File: config.mk
export PLATFORM = sky130hd
export DESIGN_NAME = fetch_unit
export DESIGN_NICKNAME = d
export VERILOG_FILES = /design/src/rtl/fetch_unit.sv
export SDC_FILE = /design/constraint.sdc
export NUM_CORES = 1
export LEC_CHECK = 0
export ABC_AREA = 1
export CORE_MARGIN = 2
export CORE_UTILIZATION = 51
export CTS_CLUSTER_SIZE = 14
export DETAILED_ROUTE_END_ITERATION = 16
export GPL_TIMING_DRIVEN = 0
export PLACE_DENSITY = 0.87
export SLEW_MARGIN = 20
export SYNTH_ARGS = -nofsm -noshare
export SYNTH_HDL_FRONTEND = slang
export SYNTH_SLANG_ARGS = --single-unit
File: constraint.sdc
create_clock -name clk -period 4 [get_ports clk]
set_input_delay 1.2 -clock clk [delete_from_list [all_inputs] [get_ports clk]]
set_output_delay 1.2 -clock clk [all_outputs]
set_load 0.01 [all_outputs]
File: src/rtl/fetch_unit.sv
// Instruction fetch stage: owns the PC, buffers fetched words in order and hands them to decode.
// Optional misaligned-redirect trap is enabled by defining FETCH_MISALIGN_TRAP_EN.
module fetch_unit #(
    parameter logic [31:0] RESET_PC = 32'h0000_0000,
    parameter int          DEPTH    = 2
) (
    input  logic        clk,
    input  logic        reset,
    output logic [31:0] mem_addr,
    input  logic [31:0] mem_ins,
    input  logic        redirect,
    input  logic [31:0] redirect_pc,
    output logic        dec_valid,
    input  logic        dec_ready,
    output logic [31:0] dec_ins,
    output logic [31:0] dec_pc,
    output logic        misalign
);

    localparam int PW = $clog2(DEPTH);
    localparam int CW = PW + 1;

    logic [31:0]   r_pc;
    logic [31:0]   r_bufPc  [DEPTH];
    logic [31:0]   r_bufIns [DEPTH];
    logic [PW-1:0] r_head;
    logic [PW-1:0] r_tail;
    logic [CW-1:0] r_count;
    logic          r_misalign;

    logic          w_pop;
    logic          w_push;
    logic          w_full;
    logic          w_fetchStall;
    logic [31:0]   w_targetPc;
    logic          w_targetMis;

`ifdef FETCH_MISALIGN_TRAP_EN
    // A misaligned target is loaded as-is and parks fetch until the next aligned redirect.
    assign w_targetPc  = redirect_pc;
    assign w_targetMis = |redirect_pc[1:0];
`else
    assign w_targetPc  = redirect_pc & 32'hFFFF_FFFC;
    assign w_targetMis = 1'b0;
`endif

    assign w_fetchStall = r_misalign;
    assign w_full       = (r_count == CW'(DEPTH));
    assign w_pop        = dec_valid & dec_ready;
    assign w_push       = ~w_fetchStall & (~w_full | w_pop);

    assign mem_addr  = r_pc;
    assign dec_valid = (r_count != '0);
    assign dec_ins   = r_bufIns[r_head];
    assign dec_pc    = r_bufPc[r_head];
    assign misalign  = r_misalign;

    // Reset beats redirect, which beats the normal push/pop traffic.
    always_ff @(posedge clk) begin
        if (reset) begin
            r_pc       <= RESET_PC;
            r_head     <= '0;
            r_tail     <= '0;
            r_count    <= '0;
            r_misalign <= 1'b0;
            for (int i = 0; i < DEPTH; i++) begin
                r_bufPc[i]  <= 32'h0;
                r_bufIns[i] <= 32'h0;
            end
        end else if (redirect) begin
            r_pc       <= w_targetPc;
            r_head     <= '0;
            r_tail     <= '0;
            r_count    <= '0;
            r_misalign <= w_targetMis;
        end else begin
            if (w_push) begin
                r_bufPc[r_tail]  <= r_pc;
                r_bufIns[r_tail] <= mem_ins;
                r_tail           <= r_tail + PW'(1);
                r_pc             <= r_pc + 32'd4;
            end
            if (w_pop) begin
                r_head <= r_head + PW'(1);
            end
            case ({w_push, w_pop})
                2'b10:   r_count <= r_count + CW'(1);
                2'b01:   r_count <= r_count - CW'(1);
                default: r_count <= r_count;
            endcase
        end
    end

endmodule

== Word-level counts from Yosys, hierarchy flattened ==
Memory sizes are Yosys's and may differ from the RTL's. A register that Yosys moved wholly into a read port is not among the register bits.
Cells that the tools add are included.
W data, S select, Z words.

* Bitwise operators: 3
* $add $sub $neg: 5
* Multiplexer cells: 19
* Reduce and logical (&&, ||, !) cells: 6
* Equal/unequal tests: 3

{| class="wikitable"
|+ Operator list
! kind !! count
|-
| $mux W32 || 4
|-
| $reduce_or A32 Y1 || 2
|-
| $add A32 B3 Y32 const B || 1
|-
| $mux W1 || 14
|-
| $reduce_bool A2 Y1 || 3
|-
| $eq A2 B2 Y1 const B || 2
|-
| $pmux W2 S2 || 1
|-
| $add A1 B1 Y1 const B || 2
|-
| $add A2 B1 Y2 const B || 1
|-
| $eq A2 B1 Y1 const B || 1
|-
| $reduce_or A2 Y1 || 1
|-
| $sub A2 B1 Y2 const B || 1
|-
| $and A1 B1 Y1 || 1
|-
| $not A1 Y1 || 1
|-
| $or A1 B1 Y1 || 1
|}

* Memories kept: 2
* Output and inout port bits: 98
* Register bits: 36
* Bits in writable memories: 128
* Input port bits: 68

{| class="wikitable"
|+ Memories
! memory !! depth !! bits a word !! read ports !! clocked after Yosys merged registers in !! write ports !! RTL line !! text
|-
| r_bufIns || 2 || 32 || 1 || 1 || 2 || 25 || <nowiki>logic [31:0] r_bufIns [DEPTH];</nowiki>
|-
| r_bufPc || 2 || 32 || 1 || 1 || 2 || 24 || <nowiki>logic [31:0] r_bufPc [DEPTH];</nowiki>
|}

== Logic depth before layout (Yosys ltp) ==
* Depth in word-level cells: 9
* Depth in mapped cells: 12
* Mapped depth without buffers: 12

== Worst setup path after synthesis ==
Ideal clock, no wire load.

* Path type: in2reg
* Start: input reset
* End: memory r_bufIns[0][0], enable pin
* Slack: 0.284 ns
* Stages on the path: 7
* Data arrival time: 3.295 ns
* Data required time: 3.579 ns
* Library setup time: 0.421 ns
* Cell sequence: buf_2 -> nor2_4 -> inv_2 -> nor2_1 -> nand2_2 -> buf_2 -> nand2_1

{| class="wikitable"
|+ RTL lines
! what !! RTL line !! text
|-
| start: declaration || 8 || <nowiki>input logic reset,</nowiki>
|-
| end: declaration || 25 ||
|}

==> summary.md <==
| Metric | Value |
|---|---|
| Routed wire length | `18300 um` |
| Hold crit path type | `flip-flop to flip-flop` |
| Final net count | `1007` |
| Total power | `4.00 mW` |
| Final hold violation count | `0` |
| # clock sinks | `159` |
| I/O pins | `166` |
| Die Ht | `126 um` |
| Starting Density | `52.4%` |
| Max_cap viols | `0` |
| Syn Area/Cell | `10.1 sq um` |
| Worst-path fanout max | `10` |
| Vias per cell | `5.14` |
| Layout cells sized above 1 | `17.8%` |
| Postcts setup bufs | `0` |
| Final instance area | `0.0101 sq mm` |
| Crit path max-delay family | `buffers and inverters` |
| Ant diodes | `0` |
| Fmax | `286 MHz` |
| Remaining DRCs | `0` |
| Power per cell area | `397 mW/mm^2` |
| First-pass GRT wire length | `29000 um` |
| Critical Path RT | `2800 ps` |
| CP max stage cell | `clkdlybuf4s50_1` |
| Yosys cell types | `39` |
| Layout area overhead | `31.9%` |
| PortBufs | `157` |
| Post-synthesis sequential area ratio | `57.8%` |
| Overall Global Routing Usage | `23.4%` |
| Tcrit/Tclk final | `87.5%` |
| Crit Path Category | `flip-flop to output pin` |
| # placed instances | `1101` |
| CTS Hold Bufs | `0` |
| CP cell instances | `clkbuf_1 -> buf_2 -> mux2_2 -> clkdlybuf4s50_1` |
| Crit path largest cell delay | `510 ps` |
| Flop-to-flop setup slack | `1470 ps` |
| Worst Hold Launch | `r_count[0]` |
| Buf/Inv on CP | `3` |
| Min Tclk post-route | `3500 ps` |
| Skew final | `5.55 ps` |
| P_leak | `4.07 nW` |
| Core Footprint | `0.0146 sq mm` |
| Netlist Area Pre-Place | `0.00765 sq mm` |
| First DRT Iteration DRCs | `486` |
| Hold Path End | `r_count[0]` |
| Rows | `44` |
| Least-Margin Pin Slew | `527 ps` |
| Critical path arrival | `2300 ps` |
| Initial antenna violation count | `0` |
| #FFs+latches synth | `159` |
| Cts repair resizes | `0` |
| Critical R2R Capture | `r_bufPc[1][16]` |
| Cts bufs inserted | `17` |
| Die W | `126 um` |
| Detailed placer's ending HPWL | `13200 um` |
| Slew Limit Fails | `0` |
| Maximum buffer depth of the clock tree | `2` |
| Die Area | `0.0160 sq mm` |
| RR Startpoint | `r_count[0]` |
| Clock Root Buffer | `clkbuf_16` |
| Startpoint type of the worst setup path | `flip-flop` |
| Vias in the first global route | `5622` |
| Latest clock arrival within the worst-skew pair | `420 ps` |
| RSZ-0062 raised after global routing | `no` |
| Worst r2r path cells | `9` |
| Peak supply drop | `0.000307 V` |
| Total congestion overflow | `0` |
| Worst Hold Depth | `1` |
| Rel. slew slack | `64.9%` |
| Drt pass-1 iters | `6` |
| Fillers | `1071` |
| Final ANT Viol Nets | `0` |
| Cell count after synthesis | `754` |
| Largest cells by area after synthesis | `edfxtp_1 (49%), dfxtp_1 (9.2%), mux2_2 (9.1%)` |
| Synth Warn # | `0` |
| Vias | `5826` |
| Largest net degree at the start of global routing | `47` |
| Area after DPL | `0.00954 sq mm` |
| Finished Layout Cells | `1133` |
| Gpl congestion | `0.933` |
| # setup viols final | `0` |
| Setup tns final | `0 ps` |
| Share of Yosys cell area claimed by the top area cell type | `48.7%` |
| Nature of the critical path endpoint | `output pin` |
| TritonCTS clock tree | `built` |
| CTS clk-pin slew, worst paths | `60 ps` |
| Synth area leader | `edfxtp_1` |
| Wire per inst | `16.1 um` |
| Status | `completed` |
| Htree depth | `4` |
==> per-stage QoR <==
stage / util, % / setup slack [ps] / hold WS [ps]
3_5_place_dp: 65.4 / 468 / 442
2_1_floorplan: - / 284 / 422
3_3_place_gp: 64.9 / -1090 / 435
6_report: 69.1 / 499 / 456
4_1_cts: 69.1 / 453 / 458
5_1_grt: 69.1 / 366 / 504
==> layer usage <==
metal  GRT usage (%)  up-vias  wire length, um
li1                -     2824                -
met1            30.8     2708             7690
met2            37.9      245             8750
met3            4.39       49             1200
met4            10.5        0              620
met5               0        -                0
==> registers in the layout, indices dropped and copies added (netlist names), named ones only <==
signal / cells
mem_addr: 30
r_head: 1
r_bufIns: 64
r_count: 2
r_tail: 1
r_bufPc: 60
==> power breakdown <==
group          leakage (nW)  total (mW)  switching (mW)  internal, mW
Sequential             1.59        1.95          0.0554          1.89
Combinational          2.22       0.574           0.281         0.293
Clock                 0.263        1.48           0.616         0.864
Total                  4.07        4.00           0.952          3.05
==> cell type report <==
class	instances	area (sq um)	share of cell area (%)
buffer	33	188	1.86
clock buffer	23	490	4.86
clock inverter	9	60.1	0.595
multi-input combinational	466	2690	26.7
sequential	159	4420	43.9
inverter	100	375	3.72
timing repair buffer	159	1630	16.1
tap	184	230	2.28
==> how the worst max path moves through the flow <==
| stage | start | to | slack [ps] | depth (start not counted) |
|---|---|---|---|---|
| final | flip-flop | dec_pc[8] | 500 | 4 |
| after CTS | flip-flop | dec_pc[8] | 450 | 4 |
| after detailed placement | redirect | r_bufPc[0][28] | 470 | 8 |
| after global placement | redirect | r_bufPc[0][28] | -1090 | 7 |
| after global routing | flip-flop | dec_pc[17] | 370 | 4 |
| after floorplan | reset | r_bufIns[0][0] | 280 | 7 |
==> Yosys cell counts (all sizes together) <==
master and instances:
edfxtp 124, ha 3, nand3 38, a221oi 1, conb 1, o211ai 3
xor2 8, and2 1, xnor2 1, mux2 62, nor2 171, clkbuf 4
buf 29, inv 100, o21bai 1, nor3 8, o21ai 25, dfxtp 35
nand4 3, nand2 111, a21oi 18, o221ai 1, nand3b 2, a31oi 4
==> layout by cell type, fill, tap and decap left out, types with 4 or more instances in the layout <==
master / n
clkdlybuf4s50_1: 157
nor2_1: 156
edfxtp_1: 124
inv_1: 96
nand2_1: 94
mux2_2: 62
dfxtp_1: 35
nand3_1: 33
buf_2: 21
clkbuf_16: 19
a21oi_1: 16
nand2_2: 13
o21ai_0: 13
o21ai_1: 12
nor2_4: 8
clkbuf_1: 7
xor2_1: 7
buf_4: 7
nand3_2: 5
nor3_1: 5
conb_1: 5
nand2_4: 4
inv_2: 4
nor2_2: 4
a31oi_1: 4
clkinv_2: 4
==> worst register-to-register path: cells and delay by family (launching register included) <==
| kind | cells | cell delay [ps] |
|---|---|---|
| buffers and inverters | 4 | 730 |
| and+or+nand+nor | 4 | 850 |
| DFF | 1 | 350 |
| adders and majority gates | 1 | 240 |
==> cell families after synthesis <==
kind of cell / count (synthesis) / synth area share (%)
flip-flops: 159 / 57.8
adder cells (fa/ha/maj): 3 / 0.491
multiplexers: 62 / 9.13
AO/OA/AOI/OAI: 53 / 3.86
buffers and inverters: 133 / 7.36
other: 1 / 0.0490
XOR/XNOR: 9 / 1.13
AND/OR/NAND/NOR: 334 / 20.2
No activity file was read; power rests on OpenSTA's default activity.
